**src/rtl/k_and_s_pkg.sv**
```systemverilog
// k_and_s_pkg: shared K&S decoded-opcode type used by the decoder and control unit
package k_and_s_pkg;
  typedef enum logic [3:0] {
    I_NOP, I_LOAD, I_STORE, I_MOVE, I_ADD, I_SUB, I_AND, I_OR,
    I_BRANCH, I_BZERO, I_BNZERO, I_BNEG, I_BNNEG, I_BOV, I_BNOV, I_HALT
  } decoded_instruction_type;
endpackage

```
**src/rtl/ks_control_unit_mc_if.sv**
```systemverilog
// ks_control_unit_mc_if: flag/debug inputs and datapath enables of the K&S control unit
// master: control unit side (samples flags/step/resume, drives enables, halt, instr_done)
// slave : datapath/debug side
interface ks_control_unit_mc_if;
  logic zero_op, neg_op, unsigned_overflow, signed_overflow, step, resume;
  logic branch, pc_enable, ir_enable, write_reg_enable, addr_sel, c_sel;
  logic flags_reg_enable, ram_write_enable, halt, instr_done;
  logic [1:0] operation;
  modport master (
    input  zero_op, neg_op, unsigned_overflow, signed_overflow, step, resume,
    output branch, pc_enable, ir_enable, write_reg_enable, addr_sel, c_sel,
           flags_reg_enable, ram_write_enable, halt, instr_done, operation
  );
  modport slave (
    output zero_op, neg_op, unsigned_overflow, signed_overflow, step, resume,
    input  branch, pc_enable, ir_enable, write_reg_enable, addr_sel, c_sel,
           flags_reg_enable, ram_write_enable, halt, instr_done, operation
  );
endinterface

```
**src/rtl/ks_control_unit_mc.sv**
```systemverilog
// ks_control_unit_mc: multi-cycle K&S control FSM with fetch/memory wait states and single-step
// Ports: clk, rst (async, active-high), decoded_instruction (current opcode),
//        bus (flags, step, resume in; datapath enables, operation, halt, instr_done out),
//        instr_count (only with KS_PERF_CNT_EN defined: completed-instruction counter).
module ks_control_unit_mc
  import k_and_s_pkg::*;
#(
  parameter int unsigned FETCH_WAIT = 0,
  parameter int unsigned MEM_WAIT   = 0,
  parameter bit          OV_SIGNED  = 1'b0
) (
  input  logic                    clk,
  input  logic                    rst,
  input  decoded_instruction_type decoded_instruction,
`ifdef KS_PERF_CNT_EN
  output logic [31:0]             instr_count,
`endif
  ks_control_unit_mc_if.master    bus
);
  typedef enum logic [2:0] {FETCH, LOAD_IR, DECODE, EXEC, MEM, MEM_WB, HALTED} state_t;
  state_t state, nxt;
  logic [3:0] cnt, cnt_nxt;
  logic cmp, take, ovf;
  logic [1:0] alu_op;
  always_comb begin
    ovf = OV_SIGNED ? bus.signed_overflow : bus.unsigned_overflow;
    alu_op = (decoded_instruction == I_AND) ? 2'b01 :
             (decoded_instruction == I_SUB) ? 2'b11 :
             (decoded_instruction inside {I_OR, I_MOVE}) ? 2'b10 : 2'b00;
    take = (decoded_instruction == I_BRANCH) ||
           (decoded_instruction == I_BZERO  &&  bus.zero_op) ||
           (decoded_instruction == I_BNZERO && !bus.zero_op) ||
           (decoded_instruction == I_BNEG   &&  bus.neg_op) ||
           (decoded_instruction == I_BNNEG  && !bus.neg_op) ||
           (decoded_instruction == I_BOV    &&  ovf) ||
           (decoded_instruction == I_BNOV   && !ovf);
    nxt = state;
    cnt_nxt = cnt;
    cmp = 1'b0;
    bus.branch = 1'b0;
    bus.pc_enable = 1'b0;
    bus.ir_enable = 1'b0;
    bus.write_reg_enable = 1'b0;
    bus.addr_sel = 1'b0;
    bus.c_sel = 1'b0;
    bus.flags_reg_enable = 1'b0;
    bus.ram_write_enable = 1'b0;
    bus.operation = 2'b00;
    bus.halt = 1'b0;
    case (state)
      FETCH: if (cnt != '0) cnt_nxt = cnt - 1'b1; else nxt = LOAD_IR;
      LOAD_IR: begin
        bus.ir_enable = 1'b1;
        bus.pc_enable = 1'b1;
        nxt = DECODE;
      end
      DECODE: case (decoded_instruction)
        I_ADD, I_SUB, I_AND, I_OR, I_MOVE: begin
          bus.operation = alu_op;
          nxt = EXEC;
        end
        I_LOAD, I_STORE: begin
          bus.addr_sel = 1'b1;
          nxt = MEM;
        end
        I_HALT: nxt = HALTED;
        // branches and unknown opcodes both finish here; take is 0 for non-branches
        default: begin
          bus.branch = take;
          bus.pc_enable = take;
          cmp = 1'b1;
        end
      endcase
      EXEC: begin
        bus.write_reg_enable = 1'b1;
        bus.operation = alu_op;
        bus.flags_reg_enable = decoded_instruction != I_MOVE;
        cmp = 1'b1;
      end
      MEM: begin
        bus.addr_sel = 1'b1;
        bus.c_sel = decoded_instruction == I_LOAD;
        if (cnt != '0) cnt_nxt = cnt - 1'b1; else nxt = MEM_WB;
      end
      MEM_WB: begin
        bus.addr_sel = decoded_instruction inside {I_LOAD, I_STORE};
        bus.c_sel = decoded_instruction == I_LOAD;
        bus.write_reg_enable = decoded_instruction == I_LOAD;
        bus.ram_write_enable = decoded_instruction == I_STORE;
        cmp = 1'b1;
      end
      HALTED: begin
        bus.halt = 1'b1;
        if (bus.resume) nxt = FETCH;
      end
      default: nxt = FETCH;
    endcase
    if (cmp) nxt = bus.step ? HALTED : FETCH;
    // the wait counter is armed on entry to FETCH/MEM; after reset it is 0, so the first fetch is one cycle
    if (nxt != state) cnt_nxt = (nxt == FETCH) ? 4'(FETCH_WAIT) : (nxt == MEM) ? 4'(MEM_WAIT) : cnt;
    bus.instr_done = cmp || (state == DECODE && decoded_instruction == I_HALT);
  end
  always_ff @(posedge clk or posedge rst) begin
    if (rst) begin
      state <= FETCH;
      cnt <= '0;
    end else begin
      state <= nxt;
      cnt <= cnt_nxt;
    end
  end
`ifdef KS_PERF_CNT_EN
  always_ff @(posedge clk or posedge rst) begin
    if (rst) instr_count <= '0;
    else if (bus.instr_done) instr_count <= instr_count + 1'b1;
  end
`endif
endmodule

```
**src/flat_wrapper.sv**
```systemverilog
// flat-port wrapper written by rule: the top's interface ports become plain ports
module ks_control_unit_mc_flat import k_and_s_pkg::*;
#(
  parameter int unsigned FETCH_WAIT = 0,
  parameter int unsigned MEM_WAIT   = 0,
  parameter bit          OV_SIGNED  = 1'b0
)
  (clk, rst, decoded_instruction, bus_zero_op, bus_neg_op, bus_unsigned_overflow, bus_signed_overflow, bus_step, bus_resume, bus_branch, bus_pc_enable, bus_ir_enable, bus_write_reg_enable, bus_addr_sel, bus_c_sel, bus_flags_reg_enable, bus_ram_write_enable, bus_halt, bus_instr_done, bus_operation);
  ks_control_unit_mc_if bus_i ();
  input  logic clk;
  input  logic rst;
  input  decoded_instruction_type decoded_instruction;
  input wire logic [$bits(bus_i.zero_op)-1:0] bus_zero_op;
  input wire logic [$bits(bus_i.neg_op)-1:0] bus_neg_op;
  input wire logic [$bits(bus_i.unsigned_overflow)-1:0] bus_unsigned_overflow;
  input wire logic [$bits(bus_i.signed_overflow)-1:0] bus_signed_overflow;
  input wire logic [$bits(bus_i.step)-1:0] bus_step;
  input wire logic [$bits(bus_i.resume)-1:0] bus_resume;
  output wire logic [$bits(bus_i.branch)-1:0] bus_branch;
  output wire logic [$bits(bus_i.pc_enable)-1:0] bus_pc_enable;
  output wire logic [$bits(bus_i.ir_enable)-1:0] bus_ir_enable;
  output wire logic [$bits(bus_i.write_reg_enable)-1:0] bus_write_reg_enable;
  output wire logic [$bits(bus_i.addr_sel)-1:0] bus_addr_sel;
  output wire logic [$bits(bus_i.c_sel)-1:0] bus_c_sel;
  output wire logic [$bits(bus_i.flags_reg_enable)-1:0] bus_flags_reg_enable;
  output wire logic [$bits(bus_i.ram_write_enable)-1:0] bus_ram_write_enable;
  output wire logic [$bits(bus_i.halt)-1:0] bus_halt;
  output wire logic [$bits(bus_i.instr_done)-1:0] bus_instr_done;
  output wire logic [$bits(bus_i.operation)-1:0] bus_operation;
  assign bus_i.zero_op = bus_zero_op;
  assign bus_i.neg_op = bus_neg_op;
  assign bus_i.unsigned_overflow = bus_unsigned_overflow;
  assign bus_i.signed_overflow = bus_signed_overflow;
  assign bus_i.step = bus_step;
  assign bus_i.resume = bus_resume;
  assign bus_branch = bus_i.branch;
  assign bus_pc_enable = bus_i.pc_enable;
  assign bus_ir_enable = bus_i.ir_enable;
  assign bus_write_reg_enable = bus_i.write_reg_enable;
  assign bus_addr_sel = bus_i.addr_sel;
  assign bus_c_sel = bus_i.c_sel;
  assign bus_flags_reg_enable = bus_i.flags_reg_enable;
  assign bus_ram_write_enable = bus_i.ram_write_enable;
  assign bus_halt = bus_i.halt;
  assign bus_instr_done = bus_i.instr_done;
  assign bus_operation = bus_i.operation;
  ks_control_unit_mc #(.FETCH_WAIT(FETCH_WAIT), .MEM_WAIT(MEM_WAIT), .OV_SIGNED(OV_SIGNED)) u_core (.clk(clk), .rst(rst), .decoded_instruction(decoded_instruction), .bus(bus_i));
endmodule
```
**config.mk**
```make
export PLATFORM = sky130hd
export DESIGN_NAME = ks_control_unit_mc_flat
export DESIGN_NICKNAME = d
export VERILOG_FILES = /design/src/rtl/k_and_s_pkg.sv /design/src/rtl/ks_control_unit_mc_if.sv /design/src/rtl/ks_control_unit_mc.sv /design/src/flat_wrapper.sv
export SDC_FILE = /design/constraint.sdc
export NUM_CORES = 1
export LEC_CHECK = 0
export BUFFER_PORTS_ARGS = -buffer_cell sky130_fd_sc_hd__buf_2
export CORE_MARGIN = 2
export CORE_UTILIZATION = 48
export DETAILED_ROUTE_END_ITERATION = 10
export GPL_ROUTABILITY_DRIVEN = 0
export PLACE_DENSITY = 0.88
export SYNTH_ARGS = -nofsm -noshare
export SYNTH_HDL_FRONTEND = slang
export SYNTH_SLANG_ARGS = --single-unit
```
**constraint.sdc**
```tcl
create_clock -name clk -period 1.78 [get_ports clk]
set_input_delay 0.267 -clock clk [delete_from_list [all_inputs] [get_ports clk]]
set_output_delay 0.267 -clock clk [all_outputs]
set_load 0.03 [all_outputs]
```
## Yosys cells after proc, flatten, opt, wreduce, memory -nomap -nowiden

Cells that the tools add are included.

| cells by class | value |
|---|---|
| equality and inequality tests | 25 |
| order comparisons | 0 |
| $mul | 0 |
| bitwise gates (word level) | 0 |
| shift operators | 0 |
| divide/modulo/power cells | 0 |
| mux-type cells | 30 |
| add/sub/neg operators | 1 |
| reductions and logical operators | 31 |

Operators by type and width:

| operator | number |
|---|---|
| $eq A4 B4 Y1 const B | 8 |
| $mux W4 | 5 |
| $pmux W3 S6 | 1 |
| $eq A4 B3 Y1 const B | 4 |
| $mux W3 | 5 |
| $eq A3 B3 Y1 const B | 4 |
| $mux W1 | 9 |
| $pmux W3 S3 | 1 |
| $eq A4 B2 Y1 const B | 2 |
| $mux W2 | 4 |
| $reduce_bool A2 Y1 | 4 |
| $reduce_or A2 Y1 | 4 |
| $reduce_or A8 Y1 | 1 |
| $logic_and A1 B1 Y1 | 7 |
| $logic_or A1 B1 Y1 | 7 |
| $eq A3 B2 Y1 const B | 2 |
| $logic_not A3 Y1 | 2 |
| $pmux W1 S2 | 3 |
| $reduce_or A5 Y1 | 1 |
| $eq A4 B1 Y1 const B | 1 |
| $ne A4 B2 Y1 const B | 1 |
| $pmux W2 S2 | 1 |
| $reduce_bool A4 Y1 | 1 |
| $sub A4 B1 Y4 const B | 1 |
| 6 further kinds | 8 |

| word-level totals | value |
|---|---|
| flip-flop bits (word level) | 7 |
| word-level logic and storage cells | 89 |
| ROM bits | 0 |
| bits of input ports | 12 |
| memories | 0 |
| latch bits | 0 |
| RAM bits | 0 |
| output and inout bits | 12 |

## Longest topological paths before layout

Gate-level depths: netlist (run 1).

| depth | value |
|---|---|
| word-level depth | 10 |
| mapped depth | 6 |
| depth with buffers taken out | 6 |

## Least setup slack after synthesis (run 1)

OpenSTA, ideal clock, no wires.

| timing path | value |
|---|---|
| kind | register to output |
| start | reg u_core.state[2] |
| end | out bus_pc_enable |
| path buffers | 1 |
| cell stages (with the launch flop) | 6 |
| arrival | 1.694 ns |
| path slack | -0.181 ns |
| required time | 1.513 ns |
| path through | dfrtp_1 > buf_2 > or3b_1 > a31oi_1 > o2111a_1 > or2_1 |

| on the way | value |
|---|---|
| longest elaborated chain between the ends | 2 |
| elaborated cells between the ends (all ways) | 3 |
| those cells by class | 2 x eq/ne; 1 x mux |

Ends and longest elaborated chain:

| element | line | text |
|---|---|---|
| start, declared | ks_control_unit_mc.sv:21 | `state_t state, nxt;` |
| start signal, assigned | ks_control_unit_mc.sv:108 | `state <= nxt;` |
| $eq A3 B2 Y1 / $eq A3 B1 Y1 (equally long branches) | ks_control_unit_mc.sv:50 | `case (state)` |
| $pmux W1 S2 * | ks_control_unit_mc.sv:50 |  |
| end, declared | flat_wrapper.sv:20 | `output wire logic [$bits(bus_i.pc_enable)-1:0] bus_pc_enable;` |

Every way passes the cells marked *; elsewhere a longest branch is shown, timed or not.

## Worst setup path after layout (run 1)

Ends and elaborated chain as after synthesis.

==> results.json, run 1 <==
{
  "outcome": "complete, but fails checks",
  "violations": "negative setup slack",
  "rows": 13,
  "dr.pass1.iters": 4,
  "gr-usage-met1_pct": 28.3,
  "dp_hpwl_um": 1380,
  "wire_per_inst_um": 14.3,
  "p_leak_uw": 0.000421,
  "hold_viol_final": 0,
  "critPathKind": "flop to output port",
  "grt_overflow": 0,
  "slew_viol_final": 0,
  "dp_worst_setup_slack_ns": -0.00277,
  "cts.clk_slew.worst_paths_ns": 0.05,
  "worstHoldPathType": "input pin to flop",
  "slew_headroom_pct": 74.2,
  "grt_max_degree": 13,
  "min_period_ns": 1.96,
  "drt_iter0_drc": 24,
  "fin_skew_ns": 0.000772,
  "routed-via-count": 777,
  "fmax_mhz": 511,
  "cts_tree": "built",
  "cts_root_buf": "clkbuf_4",
  "core_mm2": 0.00133,
  "use_met2_pct": 37.5,
  "synth_edf_count": 0,
  "fp.dieW_um": 42.0,
  "postLayoutCoreUtil_pct": 69.1,
  "initial_core_util_pct": 52.1,
  "setup_violations": 2,
  "drive_above_1_share_pct": 39.1,
  "syn-mean-instance-area_um2": 7.80,
  "portBuffers": 22,
  "tightest_slew_ns": 0.386,
  "grt_pass1_wl_um": 2980,
  "worstPathArrival_ns": 1.69,
  "clockBufferDepth": 2,
  "fp.dieArea_mm2": 0.00177,
  "grtUsageTotal_pct": 21.5,
  "ys_types": 43,
  "met3_usage_pct": 0.431,
  "ys_warn_count": 0,
  "grt_antenna_before_repair": 0,
  "vdd_drop_max_mv": 0.967,
  "final.setup.worst_slack_ns": -0.177,
  "drc": 0,
  "grt_pass1_vias": 698,
  "syn_nets": 102,
  "num_io_pins": 24,
  "synth.largest_area_cell": "dfrtp_1",
  "p_per_area_mw_per_mm2": 1600,
  "cp_max_fo": 2,
  "ys_seq_area_share_pct": 25.2,
  "synth_top_area_share_pct": 25.2,
  "wl_um": 1850,
  "finalCritPeriodShare_pct": 110,
  "cp.required_ns": 1.51,
  "cp-start-kind": "flop",
  "p_total_uw": 1470,
  "synth_flop_cell": "dfrtp_1",
  "maxCapViolCount": 0,
  "via_per_inst": 5.98,
  "h-tree-depth": 1,
  "end_kind": "output port",
  "synthTopCellsByArea": "dfrtp_1 25%, nor3_1 5.0%, inv_1 4.3%, nor2_1 4.3%, buf_4 3.2%",
  "top_usage_layer": "met2",
  "clkLatencyLatePin_ns": 0.25,
  "yosys_register_bits": 7,
  "clock-sinks": 7,
  "async_reset_ff_share_pct": 100,
  "rsz0062_at_grt": "yes",
  "synth_area_um2": 694,
  "synthesis.instances": 89,
  "diodes": 0,
  "drtAntennaViolNets": 0,
  "fin_nets": 129,
  "die_h_um": 42.0,
  "cts_buffers": 3,
  "syn2layout_area_growth_pct": 32.8
}
## cell usage in the layout, fill, tap and decap left out, types with 2 or more instances in the layout
master,count
or3b_4,2
dfrtp_1,7
o22ai_1,3
inv_1,8
nor3_1,7
buf_4,6
a21oi_1,3
buf_6,4
nor2_1,8
o21ai_1,2
and3_1,2
nand2_1,5
a41oi_1,2
buf_2,17
o21ai_0,2
o211ai_1,2
nand3_1,2
clkbuf_4,3
## layer usage
metal | up-vias | share of wire [%]
met5 | - | 0
met4 | 0 | 0.76
met3 | 2 | 5.3
met2 | 26 | 51
met1 | 360 | 43
li1 | 389 | -
## final timing paths
path / start / end / slack, ns / depth (start not counted)
worst max-delay path: u_core.state[2] / bus_pc_enable / -0.18 / 5
worst min-delay path: bus_step / u_core.state[2] / 0.36 / 3
worst max register to register: u_core.state[0] / u_core.cnt[3] / 0.10 / 5
worst min register to register: u_core.cnt[1] / u_core.cnt[1] / 0.55 / 2
max in group asynchronous: rst / u_core.cnt[2] / 1.08 / 3
min in group asynchronous: rst / u_core.state[1] / 0.49 / 3
## state kept, by name (all words and copies together), names as in the netlist
name          flops
u_core.state      3
u_core.cnt        4
## synth_stat cells, types with 2 or more instances
library cell  count
a21oi_1           4
a311oi_1          2
a41oi_1           2
and3_1            2
buf_2             2
buf_4             3
dfrtp_1           7
inv_1             8
nand2_1           6
nand3_1           2
nor2_1            8
nor3_1            7
o211ai_1          2
o21ai_0           2
o21ai_1           2
o22ai_1           3
## area by class of cell
| cell class | instances | area, µm² |
|---|---|---|
| Clock buffer | 4 | 26.3 |
| Fill cell | 104 | 412 |
| Inverter | 9 | 33.8 |
| Multi-Input combinational cell | 67 | 483 |
| Sequential cell | 7 | 175 |
| Tap cell | 15 | 18.8 |
| Timing Repair Buffer | 28 | 185 |
## through the flow
stage,hold slack [ns],instance area (µm²),setup TNS (ns),cells
after detailed placement,0.202,818,-0.00277,124
final,0.360,922,-0.348,130
after global placement,0.192,818,0,124
after CTS,0.367,892,-0.208,129
after floorplan,0.0704,703,-0.102,89
after global routing,0.398,922,-0.539,130
## power breakdown
group          internal [µW]  leakage (µW)  total, µW  switching, µW
Clock                   85.2     0.0000150        139           53.3
Sequential               234     0.0000885        279           45.4
Combinational            433      0.000318       1050            620
Total                    753      0.000421       1470            718
## cells by family (layout without fill, tap and decap cells)
family	after synthesis	in the layout	share of synthesized area [%]
compound gates	28	28	31.4
xor+xnor	1	1	1.26
fa+ha+maj	1	1	1.80
buf+inv	15	41	11.2
flops	7	7	25.2
mux	1	1	1.44
simple gates	36	36	27.8
## critical path: stages, from the launching register on
cell and delay [ns]:
dfrtp_1 0.38, or3b_4 0.40, a31oi_1 0.19, o2111a_1 0.23, or2_4 0.12, buf_6 0.12
## what timing repair did
action                     in CTS  in global routing
pin swaps                       0                  2
hold endpoints to repair        7                  0
setup endpoints to repair       5                  5
hold buffers                    1                  0
buffers inserted                0                  2
cloned                          0                  0
resized for setup               9                  8
Power figures use the tool's default switching activity.
==> run 2: changes to the inputs <==
--- a/config.mk
+++ b/config.mk
@@ -7,10 +7,9 @@
 export LEC_CHECK = 0
 export BUFFER_PORTS_ARGS = -buffer_cell sky130_fd_sc_hd__buf_2
 export CORE_MARGIN = 2
-export CORE_UTILIZATION = 48
+export CORE_UTILIZATION = 44
 export DETAILED_ROUTE_END_ITERATION = 10
-export GPL_ROUTABILITY_DRIVEN = 0
-export PLACE_DENSITY = 0.88
+export PLACE_DENSITY = 0.83
 export SYNTH_ARGS = -nofsm -noshare
 export SYNTH_HDL_FRONTEND = slang
 export SYNTH_SLANG_ARGS = --single-unit
==> run 2 against run 1 <==
  * The flow still finishes with violations (negative setup slack)
  * Global-route usage is 2.3 points lower
  * Utilization down 7.5 points
  * Combinational power barely moved
  * Via count grew 4.5%
  * Highest routed layer unchanged
==> results.json, run 2 (synthesis gave the netlist of run 1 again) <==
{
  "cts_tree": "built",
  "place.gp.congestion": 0.829,
  "routed-via-count": 812,
  "num_io_pins": 24,
  "dp_hpwl_um": 1230,
  "cts.clk_slew.worst_paths_ns": 0.05,
  "layout_common_cells": "18 x buf_2, 9 x buf_4, 8 x nor2_1, 8 x inv_1",
  "fp.dieW_um": 43.7,
  "postLayoutCoreUtil_pct": 61.6,
  "clkLatencyLatePin_ns": 0.26,
  "slew_viol_final": 0,
  "grt_antenna_before_repair": 0,
  "rows": 14,
  "drive_above_1_share_pct": 38.5,
  "core_mm2": 0.00149,
  "clockBufferDepth": 2,
  "vdd_drop_max_mv": 1.04,
  "n_fill_cell": 134,
  "final_common_cell": "buf_2",
  "die_h_um": 43.7,
  "cts_buffers": 3,
  "violations": "negative setup slack",
  "grtUsageTotal_pct": 19.2,
  "h-tree-depth": 1,
  "top_regs": "u_core.cnt x4, u_core.state x3",
  "p_leak_uw": 0.000431,
  "min_period_ns": 1.92,
  "drc": 0,
  "critPathKind": "flop to output port",
  "drt_iter0_drc": 36,
  "fp.dieArea_mm2": 0.00191,
  "fmax_mhz": 520,
  "tightest_slew_ns": 0.424,
  "worstHoldPathType": "input pin to flop",
  "wire_per_inst_um": 13.9,
  "finalCritPeriodShare_pct": 108,
  "initial_core_util_pct": 46.6,
  "portBuffers": 22,
  "end_kind": "output port",
  "maxCapViolCount": 0,
  "cp.required_ns": 1.51,
  "cp-start-kind": "flop",
  "cp_max_fo": 2,
  "syn2layout_area_growth_pct": 32.1,
  "whs_ns": 0.377,
  "grt_pass1_vias": 692,
  "p_per_area_mw_per_mm2": 1650,
  "drtAntennaViolNets": 0,
  "cts_root_buf": "clkbuf_4",
  "final_area_um2": 917,
  "rsz0062_at_grt": "yes",
  "outcome": "complete, but fails checks",
  "grt_overflow": 0,
  "setup_tns_ns": -0.289,
  "largest_reg_flops": 4,
  "dp_worst_setup_slack_ns": 0.0368,
  "fin_nets": 131,
  "top_register": "u_core.cnt",
  "worstPathArrival_ns": 1.66,
  "via_per_inst": 6.11,
  "dr.pass1.iters": 4,
  "grt_pass1_wl_um": 2800,
  "final.setup.worst_slack_ns": -0.144,
  "setup_violations": 5,
  "hold_viol_final": 0,
  "wl_um": 1850,
  "place_area_um2": 820,
  "grt_max_degree": 13,
  "diodes": 0,
  "clock-sinks": 7,
  "fin_skew_ns": 0.00343,
  "slew_headroom_pct": 71.3
}
run 2: final timing paths:
check                           slack, ns            start              end  cells past startpoint
worst max-delay path                -0.14  u_core.state[2]    bus_pc_enable                      5
worst min-delay path                 0.38         bus_step  u_core.state[2]                      3
worst max register to register          0  u_core.state[0]    u_core.cnt[3]                      6
worst min register to register       0.57    u_core.cnt[1]    u_core.cnt[1]                      2
max in group asynchronous            1.05              rst    u_core.cnt[1]                      3
min in group asynchronous            0.51              rst    u_core.cnt[2]                      3
run 2: through the flow:
stage | total power, µW | cells
after floorplan | 973 | 89
after global placement | 1160 | 125
after detailed placement | 1200 | 125
after CTS | 1390 | 130
after global routing | 1620 | 133
final | 1510 | 133
run 2: timing repair:
action	in CTS	in global routing
hold endpoints to repair	7	0
hold buffers	1	0
pin swaps	0	3
setup buffers	0	3
gates resized for setup	5	5
setup endpoints to repair	3	10
run 2: critical path, stage by stage (launching register included):
cell and delay (ns):
dfrtp_1 0.40, or3b_4 0.40, a31oi_1 0.15, o2111a_1 0.21, or2_4 0.12, buf_6 0.12
run 2: layer usage:
metal	GRT usage (%)	wire, µm	up-vias
met5	0	0	-
met4	5.45	14	0
met3	6.67	104	2
met2	33.5	924	29
met1	21.9	809	389
li1	-	-	392
run 2: power by group:
part           leakage, µW  switching (µW)  internal (µW)
clock            0.0000177            67.1           82.5
sequential       0.0000885            50.5            234
combinational     0.000325             620            457
run 2: layout make-up:
class / count / area, µm² / area share [%]
clock inverter: 1 / 5.00 / 0.546
inverter: 9 / 33.8 / 3.68
multi-input combinational: 67 / 470 / 51.3
timing repair buffer: 30 / 190 / 20.7
clock buffer: 3 / 22.5 / 2.46
tap: 16 / 20.0 / 2.18
sequential: 7 / 175 / 19.1
==> run 3: changes to the inputs <==
--- a/config.mk
+++ b/config.mk
@@ -10,6 +10,7 @@
 export CORE_UTILIZATION = 44
 export DETAILED_ROUTE_END_ITERATION = 10
 export PLACE_DENSITY = 0.83
+export REMOVE_ABC_BUFFERS = 1
 export SYNTH_ARGS = -nofsm -noshare
 export SYNTH_HDL_FRONTEND = slang
 export SYNTH_SLANG_ARGS = --single-unit
==> run 3 against run 2 <==
  * The run still ends with negative setup slack left
  * Hold slack worse by 0.0076 ns
  * Clock skew down 0.00064 ns
  * Flip-flop and latch count is the same
  * Sequential power fell by 2%
  * Wire length rose by 7.9%
  * Critical path depth is the same
  * Total power increased by 0.30%
  * Cell count fell by 1.5%
  * Via count unchanged
==> results.json, run 3 (synthesis gave the netlist of run 1 again) <==
{
  "final_area_um2": 940,
  "dr.pass1.iters": 4,
  "final_common_cell": "buf_2",
  "p_per_area_mw_per_mm2": 1610,
  "place_area_um2": 811,
  "fp.dieW_um": 43.7,
  "slowest_delay_ns": 0.42,
  "fmax_mhz": 509,
  "maxCapViolCount": 0,
  "top_register": "u_core.cnt",
  "initial_core_util_pct": 46.6,
  "cp-start-kind": "flop",
  "postLayoutCoreUtil_pct": 63.1,
  "wl_um": 2000,
  "dp_hpwl_um": 1370,
  "fin_skew_ns": 0.00278,
  "clock-sinks": 7,
  "cts_root_buf": "clkbuf_4",
  "top_usage_layer": "met2",
  "via_per_inst": 6.20,
  "reg2regPathDepth": 6,
  "routed-via-count": 812,
  "min_path_cells": 3,
  "drt_iter0_drc": 29,
  "clkLatencyLatePin_ns": 0.26,
  "grt_pass1_wl_um": 3120,
  "final.setup.worst_slack_ns": -0.186,
  "min_period_ns": 1.97,
  "hold_viol_final": 0,
  "rsz0062_at_grt": "yes",
  "grt_antenna_before_repair": 0,
  "grt_overflow": 0,
  "drive_above_1_share_pct": 40.0,
  "cts_tree": "built",
  "layout_common_cells": "18 x buf_2, 8 x inv_1, 7 x nor2_1, 7 x nor3_1, 7 x dfrtp_1",
  "slew_viol_final": 0,
  "grt_pass1_vias": 754,
  "fin_nets": 129,
  "critPathKind": "flop to output port",
  "worstHoldPathType": "input pin to flop",
  "n_fill_cell": 114,
  "cp.required_ns": 1.51,
  "vdd_drop_max_mv": 0.893,
  "drtAntennaViolNets": 0,
  "violations": "negative setup slack",
  "place.gp.congestion": 0.866,
  "num_io_pins": 24,
  "grtUsageTotal_pct": 22.0,
  "h-tree-depth": 1,
  "largest_reg_flops": 4,
  "drc": 0,
  "setup_violations": 2,
  "finalCritPeriodShare_pct": 110,
  "met3_usage_pct": 4.17,
  "tightest_slew_ns": 0.397,
  "wire_per_inst_um": 15.3,
  "portBuffers": 22,
  "die_h_um": 43.7,
  "slowest_stage": "or3b_4",
  "gr-usage-met1_pct": 25.5,
  "diodes": 0,
  "outcome": "complete, but fails checks",
  "p_leak_uw": 0.000428,
  "grt_max_degree": 13,
  "syn2layout_area_growth_pct": 35.3,
  "slew_headroom_pct": 73.2,
  "dp_worst_setup_slack_ns": 0.0257,
  "clockBufferDepth": 2,
  "worstPathArrival_ns": 1.70,
  "top_regs": "u_core.cnt x4, u_core.state x3",
  "crit_chain": "or3b_4 > a31oi_4 > o2111a_1 > or2_1 > buf_6",
  "rows": 14,
  "core_mm2": 0.00149,
  "cp_max_fo": 2,
  "end_kind": "output port",
  "cts_buffers": 3,
  "use_met2_pct": 37.6,
  "cts.clk_slew.worst_paths_ns": 0.05,
  "fp.dieArea_mm2": 0.00191
}
run 3: path summary, 6_finish.rpt:
kind / slack [ns] / to / startpoint
setup / recovery: -0.19 / bus_pc_enable / u_core.state[0]
hold / removal: 0.37 / u_core.state[2] / bus_step
setup reg to reg: 0.13 / u_core.cnt[3] / u_core.cnt[0]
hold reg to reg: 0.55 / u_core.cnt[1] / u_core.cnt[1]
max in group asynchronous: 1.07 / u_core.state[1] / rst
min in group asynchronous: 0.49 / u_core.cnt[0] / rst
run 3: worst max-delay path: cells and delay by family, from the launching register on:
family                 cells  cell delay, ns
AOI/OAI and AO/OA          2            0.36
buffers and inverters      1            0.13
DFF                        1            0.38
and+or+nand+nor            2            0.55
run 3: final cells by class:
cell class	instances	area (µm²)	area share [%]
inverters	9	33.8	3.60
well taps	16	20.0	2.13
clock buffers	4	26.3	2.80
flip-flops and latches	7	175	18.6
multi-input cells	67	502	53.4
repair buffers	28	183	19.4
run 3: through the flow:
step,TNS (ns),instances,hold slack (ns),power (µW)
finish,-0.339,131,0.370,1520
global placement,0,125,0.196,1150
CTS,-0.256,131,0.364,1390
global route,-0.423,131,0.410,1620
detailed placement,0,125,0.215,1190
floorplan,-0.247,83,0.0704,924
run 3: what timing repair did:
| action | in CTS | in global routing |
|---|---|---|
| resized for setup | 8 | 12 |
| endpoints found under the hold margin | 7 | 0 |
| hold buffers | 1 | 0 |
| setup buffers | 1 | 0 |
| endpoints found under the setup margin | 4 | 9 |
| pin swaps | 2 | 5 |
run 3: per-layer routing:
metal	vias to the layer above	share of wire, %
met1	386	41
met2	34	52
li1	386	-
met4	0	2.7
met5	-	0
met3	6	4.4
run 3: where the power goes:
part,internal (µW),switching (µW)
Sequential,233,45.3
Combinational,438,644
Clock,86.2,69.0
